## src/rtl/sa_skew_feeder_if.sv

```systemverilog
// Bundles the pass control, the vector-pair input handshake and the skewed lane outputs of the skew feeder.
// Latency: not applicable; this is a signal bundle only.
// Backpressure: in_valid/in_ready on the vector input; lane outputs are free-running with per-lane valids.
//
// Ports (master = pass controller / vector source, slave = sa_skew_feeder):
//   start, k_len            pass request and reduction depth
//   in_valid, in_ready      a_vec/b_vec handshake
//   a_vec, b_vec            one A column-slice and one B row-slice, lane i in bits [i*DW +: DW]
//   west_row_out, west_vld  skewed row lanes toward PE(i,0)
//   north_col_out, north_vld skewed column lanes toward PE(0,j)
//   busy, done              pass status
interface sa_skew_feeder_if #(
    parameter int N  = 4,
    parameter int DW = 16,
    parameter int KW = 7
);
    logic            start;
    logic [KW-1:0]   k_len;
    logic            in_valid;
    logic            in_ready;
    logic [N*DW-1:0] a_vec;
    logic [N*DW-1:0] b_vec;
    logic [N*DW-1:0] west_row_out;
    logic [N*DW-1:0] north_col_out;
    logic [N-1:0]    west_vld;
    logic [N-1:0]    north_vld;
    logic            busy;
    logic            done;

    modport master (
        output start, k_len, in_valid, a_vec, b_vec,
        input  in_ready, west_row_out, north_col_out, west_vld, north_vld, busy, done
    );

    modport slave (
        input  start, k_len, in_valid, a_vec, b_vec,
        output in_ready, west_row_out, north_col_out, west_vld, north_vld, busy, done
    );
endinterface

```

## src/rtl/sa_skew_feeder.sv

```systemverilog
// Feeds an N x N systolic PE array: triangular skew on west row lanes and north column lanes, one pass of k_len steps.
// Latency: a transfer at edge t shows on lane i after edge t+1+i; done follows K+2N edges after the first transfer.
// Backpressure: in_ready is high in STREAM until k_len pairs are taken; in_valid=0 injects a uniform zero bubble.
//
// Ports:
//   clk, rst_n  clock and asynchronous active-low reset
//   bus         sa_skew_feeder_if slave: start/k_len, in_valid/in_ready, a_vec/b_vec,
//               west_row_out/west_vld, north_col_out/north_vld, busy, done
module sa_skew_feeder #(
    parameter int N     = 4,
    parameter int DW    = 16,
    parameter int K_MAX = 64,
    parameter int KW    = $clog2(K_MAX + 1)
) (
    input  logic            clk,
    input  logic            rst_n,
    sa_skew_feeder_if.slave bus
);

    // Drain of the deepest skew lane, traversal across the array and the final PE register.
    localparam int              FLUSH_LEN  = 2 * N - 1;
    localparam int              FW         = $clog2(FLUSH_LEN + 1);
    localparam logic [KW-1:0]   K_MAX_W    = KW'(K_MAX);
    localparam logic [FW-1:0]   FLUSH_LAST = FW'(FLUSH_LEN - 1);

    typedef enum logic [1:0] {
        IDLE   = 2'd0,
        STREAM = 2'd1,
        FLUSH  = 2'd2,
        DONE   = 2'd3
    } state_t;

    state_t        state_q;
    state_t        state_d;
    logic [KW-1:0] k_len_q;
    logic [KW-1:0] k_cnt_q;
    logic [FW-1:0] flush_cnt_q;
    logic          done_q;
    logic [KW-1:0] k_len_clamped;
    logic          in_ready_c;
    logic          xfer;

    assign k_len_clamped = (bus.k_len > K_MAX_W) ? K_MAX_W : bus.k_len;

    // Ready comes only from state and count so the source never sees a combinational loop through in_valid.
    assign in_ready_c = (state_q == STREAM) && (k_cnt_q < k_len_q);
    assign xfer       = in_ready_c && bus.in_valid;

    // ------------------------------------------------------------------
    // Pass sequencer
    // ------------------------------------------------------------------
    always_ff @(posedge clk or negedge rst_n) begin
        if (!rst_n) begin
            state_q <= IDLE;
        end else begin
            state_q <= state_d;
        end
    end

    always_comb begin
        state_d = state_q;
        unique case (state_q)
            IDLE: begin
                if (bus.start) begin
                    state_d = (k_len_clamped == '0) ? DONE : STREAM;
                end
            end
            STREAM: begin
                // Leave one cycle after the last transfer: that cycle has in_ready low and the count complete.
                if (k_cnt_q == k_len_q) begin
                    state_d = FLUSH;
                end
            end
            FLUSH: begin
                if (flush_cnt_q == FLUSH_LAST) begin
                    state_d = DONE;
                end
            end
            DONE: begin
                state_d = IDLE;
            end
            default: begin
                state_d = IDLE;
            end
        endcase
    end

    always_ff @(posedge clk or negedge rst_n) begin
        if (!rst_n) begin
            k_len_q     <= '0;
            k_cnt_q     <= '0;
            flush_cnt_q <= '0;
            done_q      <= 1'b0;
        end else begin
            if ((state_q == IDLE) && bus.start) begin
                k_len_q <= k_len_clamped;
                k_cnt_q <= '0;
            end else if (xfer) begin
                k_cnt_q <= k_cnt_q + KW'(1);
            end
            flush_cnt_q <= (state_q == FLUSH) ? flush_cnt_q + FW'(1) : '0;
            // done is registered off DONE so it rises once the last PE sum has settled.
            done_q      <= (state_q == DONE);
        end
    end

    assign bus.in_ready = in_ready_c;
    assign bus.busy     = (state_q == STREAM) || (state_q == FLUSH);
    assign bus.done     = done_q;

    // ------------------------------------------------------------------
    // Skew chains: lane i has i+1 shift stages plus an output register.
    // Stage 0 loads a zero word with vld=0 whenever no transfer happens,
    // so every lane shifts every cycle and A/B stay aligned across bubbles.
    // ------------------------------------------------------------------
    for (genvar i = 0; i < N; i++) begin : g_lane
        logic [DW-1:0] a_pipe [0:i];
        logic [DW-1:0] b_pipe [0:i];
        logic          v_pipe [0:i];
        logic [DW-1:0] a_out_q;
        logic [DW-1:0] b_out_q;
        logic          v_out_q;

        always_ff @(posedge clk or negedge rst_n) begin
            if (!rst_n) begin
                for (int j = 0; j <= i; j++) begin
                    a_pipe[j] <= '0;
                    b_pipe[j] <= '0;
                    v_pipe[j] <= 1'b0;
                end
                a_out_q <= '0;
                b_out_q <= '0;
                v_out_q <= 1'b0;
            end else begin
                a_pipe[0] <= xfer ? bus.a_vec[i*DW +: DW] : '0;
                b_pipe[0] <= xfer ? bus.b_vec[i*DW +: DW] : '0;
                v_pipe[0] <= xfer;
                for (int j = 1; j <= i; j++) begin
                    a_pipe[j] <= a_pipe[j-1];
                    b_pipe[j] <= b_pipe[j-1];
                    v_pipe[j] <= v_pipe[j-1];
                end
                a_out_q <= a_pipe[i];
                b_out_q <= b_pipe[i];
                v_out_q <= v_pipe[i];
            end
        end

        assign bus.west_row_out[i*DW +: DW]  = a_out_q;
        assign bus.north_col_out[i*DW +: DW] = b_out_q;
        assign bus.west_vld[i]               = v_out_q;
        assign bus.north_vld[i]              = v_out_q;
    end

endmodule

```

## src/flat_wrapper.sv

```systemverilog
// flat-port wrapper written by rule: the top's interface ports become plain ports
module sa_skew_feeder_flat 
#(
    parameter int N     = 4,
    parameter int DW    = 16,
    parameter int K_MAX = 64,
    parameter int KW    = $clog2(K_MAX + 1)
)
  (clk, rst_n, bus_start, bus_k_len, bus_in_valid, bus_a_vec, bus_b_vec, bus_in_ready, bus_west_row_out, bus_north_col_out, bus_west_vld, bus_north_vld, bus_busy, bus_done);
  sa_skew_feeder_if #(.N(N), .DW(DW), .KW(KW)) bus_i ();
  input  logic clk;
  input  logic rst_n;
  input wire logic [$bits(bus_i.start)-1:0] bus_start;
  input wire logic [$bits(bus_i.k_len)-1:0] bus_k_len;
  input wire logic [$bits(bus_i.in_valid)-1:0] bus_in_valid;
  input wire logic [$bits(bus_i.a_vec)-1:0] bus_a_vec;
  input wire logic [$bits(bus_i.b_vec)-1:0] bus_b_vec;
  output wire logic [$bits(bus_i.in_ready)-1:0] bus_in_ready;
  output wire logic [$bits(bus_i.west_row_out)-1:0] bus_west_row_out;
  output wire logic [$bits(bus_i.north_col_out)-1:0] bus_north_col_out;
  output wire logic [$bits(bus_i.west_vld)-1:0] bus_west_vld;
  output wire logic [$bits(bus_i.north_vld)-1:0] bus_north_vld;
  output wire logic [$bits(bus_i.busy)-1:0] bus_busy;
  output wire logic [$bits(bus_i.done)-1:0] bus_done;
  assign bus_i.start = bus_start;
  assign bus_i.k_len = bus_k_len;
  assign bus_i.in_valid = bus_in_valid;
  assign bus_i.a_vec = bus_a_vec;
  assign bus_i.b_vec = bus_b_vec;
  assign bus_in_ready = bus_i.in_ready;
  assign bus_west_row_out = bus_i.west_row_out;
  assign bus_north_col_out = bus_i.north_col_out;
  assign bus_west_vld = bus_i.west_vld;
  assign bus_north_vld = bus_i.north_vld;
  assign bus_busy = bus_i.busy;
  assign bus_done = bus_i.done;
  sa_skew_feeder #(.N(N), .DW(DW), .K_MAX(K_MAX), .KW(KW)) u_core (.clk(clk), .rst_n(rst_n), .bus(bus_i));
endmodule
```

## config.mk

```make
export PLATFORM = sky130hd
export DESIGN_NAME = sa_skew_feeder_flat
export DESIGN_NICKNAME = d
export VERILOG_FILES = /design/src/rtl/sa_skew_feeder_if.sv /design/src/rtl/sa_skew_feeder.sv /design/src/flat_wrapper.sv
export SDC_FILE = /design/constraint.sdc
export NUM_CORES = 1
export LEC_CHECK = 0
export ABC_AREA = 1
export BUFFER_PORTS_ARGS = -buffer_cell sky130_fd_sc_hd__buf_2
export CORE_MARGIN = 2
export CORE_UTILIZATION = 35
export DETAILED_ROUTE_END_ITERATION = 10
export PLACE_DENSITY = 0.68
export SLEW_MARGIN = 20
export SYNTH_ARGS = -nofsm -noshare
export SYNTH_HDL_FRONTEND = slang
export SYNTH_SLANG_ARGS = --single-unit
```

## constraint.sdc

```tcl
create_clock -name clk -period 1.5 [get_ports clk]
set_input_delay 0.225 -clock clk [delete_from_list [all_inputs] [get_ports clk]]
set_output_delay 0.225 -clock clk [all_outputs]
set_load 0.005 [all_outputs]
```

==> key figures <==
Route
  • DR pass1 iterations: 4
  • Via Count: 7929
  • Post-DR vias/cell: 4.04
  • Final ANT Viol Nets: 0
  • WL final: 30900 microns
  • WL/cell: 15.7 microns
  • Initial drt markers: 306
  • # DRC: 0

Timing
  • Fmax: 0.487 GHz
  • Slew HR: 69.4%
  • Hold Vio Cnt, Final: 0
  • Worst-margin pin slew: 0.458 ns
  • Setup_tns: -44.36 ns
  • Fin crit share: 137%
  • Fin Clk Skew: 0.0188 ns
  • Worst Setup Slack, final: -0.554 ns
  • Slew Viols, Final: 0
  • Fin crit period: 2.05 ns
  • Final setup violation count: 140
  • RSZ-0062 raised after global routing: true

Clock tree
  • Clk buf depth: 3
  • H-tree depth: 2
  • CTS root buf: clkbuf_16
  • TritonCTS Buffers: 47
  • TritonCTS clock tree: yes
  • Clock Latency Late Sink: 0.57 ns
  • Clk slew on worst S/H paths: 0.06 ns
  • CTS sink count: 473

Global routing
  • Overall track demand over capacity in global routing: 15.1%
  • Initial antenna violation count: 1
  • GR Layer Usage met1: 17.7%
  • GRT Max-Usage Layer: met2
  • First-pass GRT wire length: 47400 microns
  • GRT met2 Usage: 26.2%
  • Vias in the first global route: 8920
  • Grt ovf: 0
  • Routing usage on met3: 4.29%
  • Largest net degree at the start of global routing: 64

Cells and area
  • Syn-to-layout area delta: 47.2%
  • Post-route cell area: 20300 sq um
  • Layout cells sized above 1: 38.2%
  • Final Net Count: 1561

Floorplanning
  • Die area: 41000 sq um
  • Core area: 38700 sq um
  • Starting Density: 35.6%
  • Chip width: 203 microns
  • Die Ht: 203 microns
  • I/O pin count: 278
  • # rows: 72

Run
  • Max-cap violations: 0

Synthesis
  • Post-synth top area share: 85.8%
  • Synth Flop Type: dfrtp_1
  • Cells after Synth: 893
  • EDFF count, synth: 0
  • Top-count cell post-synth: dfrtp_1
  • Cell area after synthesis: 13800 sq um
  • Seq/Total Area, Yosys: 85.8%
  • Async S/R FF share, synth: 100%
  • Yosys cell types: 24
  • FF+latch count, synth: 473
  • Yosys top cell by area: dfrtp_1
  • Synthesized net count: 1047
  • Top cells by area, synth: dfrtp_1 (86%), inv_1 (4.2%), nor2_1 (3.9%)
  • Yosys Warn Count: 0
  • Most frequent cells after synthesis: dfrtp_1 (473), inv_1 (154), nor2_1 (142)
  • Mapped Avg Cell Area: 15.5 sq um

Worst setup path
  • WP data required: 1.96 ns
  • Critical Path Sink Type: flip-flop
  • Worst-path fanout max: 2
  • Worst EP arrival: 2.52 ns
  • Setup CP Type: reg2reg
  • Startpoint types: flip-flop

Run status
  • Status: finished with violations
  • Failing checks: setup timing

Placement
  • Gpl congestion: 0.800
  • Area post-placement: 16000 sq um
  • I/O Buffers: 277
  • DP HPWL: 16400 microns
  • Placement Setup Slack: -0.168 ns

Min path
  • Worst Hold Class: in2reg

Power
  • Peak supply drop: 0.00128 V
  • Leakage: 11.1 nW
  • PwrDens: 1730 nW/um^2
report_power, final:
group	switching, mW	total [mW]	internal (mW)
logic	3.29	6.71	3.41
clock network	4.93	12.5	7.59
registers	0.774	15.9	15.2
stage by stage:
stage	cells	hold WS (ns)	util, %	power [mW]
after global placement	1696	0.175	41.2	19.6
after floorplan	893	-0.0706	-	17.9
after detailed placement	1696	0.182	41.2	19.8
after CTS	1956	0.0747	51.9	35.0
after global routing	1965	0.109	52.4	36.9
final	1965	0.124	52.4	35.2
what timing repair did:
action / CTS / global route
gates resized for setup: 150 / 34
hold endpoints to repair: 399 / 0
setup endpoints to repair: 138 / 145
gates cloned: 13 / 5
setup buffers: 38 / 6
hold buffers: 136 / 0
pin swaps: 16 / 15
cells by family after synthesis:
kind of cell	Yosys count	synth area share, %
AO/OA/AOI/OAI	16	0.635
XOR/XNOR	2	0.127
adder cells (fa/ha/maj)	15	1.36
buffers and inverters	179	6.08
flip-flops	473	85.8
AND/OR/NAND/NOR	208	6.02
flip-flops by register name, summed over array words and instances (netlist names):
signal	cells
u_core.bus.done	1
u_core.flush_cnt_q	3
u_core.g_lane.a_out_q	64
u_core.g_lane.a_pipe	160
u_core.g_lane.b_out_q	64
u_core.g_lane.b_pipe	160
u_core.g_lane.v_out_q	4
u_core.g_lane.v_pipe	1
u_core.k_cnt_q	7
u_core.k_len_q	7
u_core.state_q	2
worst max-delay path: stages (launching register included):
cell,delay (ns)
dfrtp_1,0.42
ha_4,0.30
nand2_4,0.06
nor2_4,0.12
buf_4,0.11
buf_4,0.09
buf_4,0.09
buf_4,0.09
buf_4,0.09
buf_4,0.09
nand3b_1,0.14
a21o_1,0.23
nand2_1,0.06
nand2_1,0.04
per-layer routing:
layer | routed length [microns] | up-vias
met4 | 1040 | 0
met1 | 12200 | 3975
met2 | 16000 | 236
met5 | 0 | -
li1 | - | 3648
met3 | 1650 | 70
cell type report:
| cell class | instances | area, sq um |
|---|---|---|
| diodes | 1 | 2.50 |
| clock buffers | 62 | 1340 |
| clock inverters | 26 | 357 |
| fillers | 3089 | 18400 |
| inverters | 154 | 578 |
| multi-input cells | 241 | 1640 |
| flip-flops and latches | 473 | 11800 |
| well taps | 518 | 648 |
| repair buffers | 490 | 3910 |
path summary, 6_finish.rpt:
kind                                               end                   startpoint  slack, ns  cells past startpoint
min in group asynchronous  u_core.g_lane[3].a_pipe[57]                        rst_n       0.18                      2
max                                  u_core.state_q[0]            u_core.k_cnt_q[5]      -0.55                     13
max reg2reg                          u_core.state_q[0]            u_core.k_cnt_q[5]      -0.55                     13
max in group asynchronous  u_core.g_lane[2].b_pipe[43]                        rst_n       0.62                      3
min reg2reg                u_core.g_lane[2].a_pipe[22]  u_core.g_lane[2].a_pipe[38]       0.34                      0
min                                  u_core.k_len_q[6]                    bus_start       0.12                      4
cell usage in the layout (no fill, tap or decap), types with 2 or more instances in the layout:
| cell | n |
|---|---|
| a21oi_2 | 2 |
| buf_2 | 274 |
| buf_4 | 36 |
| ha_1 | 9 |
| nor2_1 | 55 |
| inv_1 | 147 |
| clkbuf_1 | 5 |
| nand3_2 | 4 |
| ha_4 | 6 |
| nor2_2 | 55 |
| o21ai_0 | 6 |
| clkinv_4 | 4 |
| nand2_2 | 3 |
| nand3b_1 | 2 |
| dlygate4sd3_1 | 136 |
| o22ai_1 | 2 |
| inv_6 | 3 |
| buf_6 | 9 |
| buf_12 | 13 |
| nand2_1 | 41 |
| nand2_4 | 2 |
| nor2_4 | 34 |
| clkbuf_16 | 52 |
| buf_16 | 14 |
| clkinvlp_4 | 3 |
| dfrtp_1 | 473 |
| nand3_1 | 8 |
| a21oi_1 | 3 |
| clkinv_2 | 7 |
| clkbuf_8 | 9 |
| xnor2_1 | 2 |
| buf_8 | 4 |
| bufinv_16 | 7 |
| inv_2 | 7 |
(Power assumes the default switching activity.)
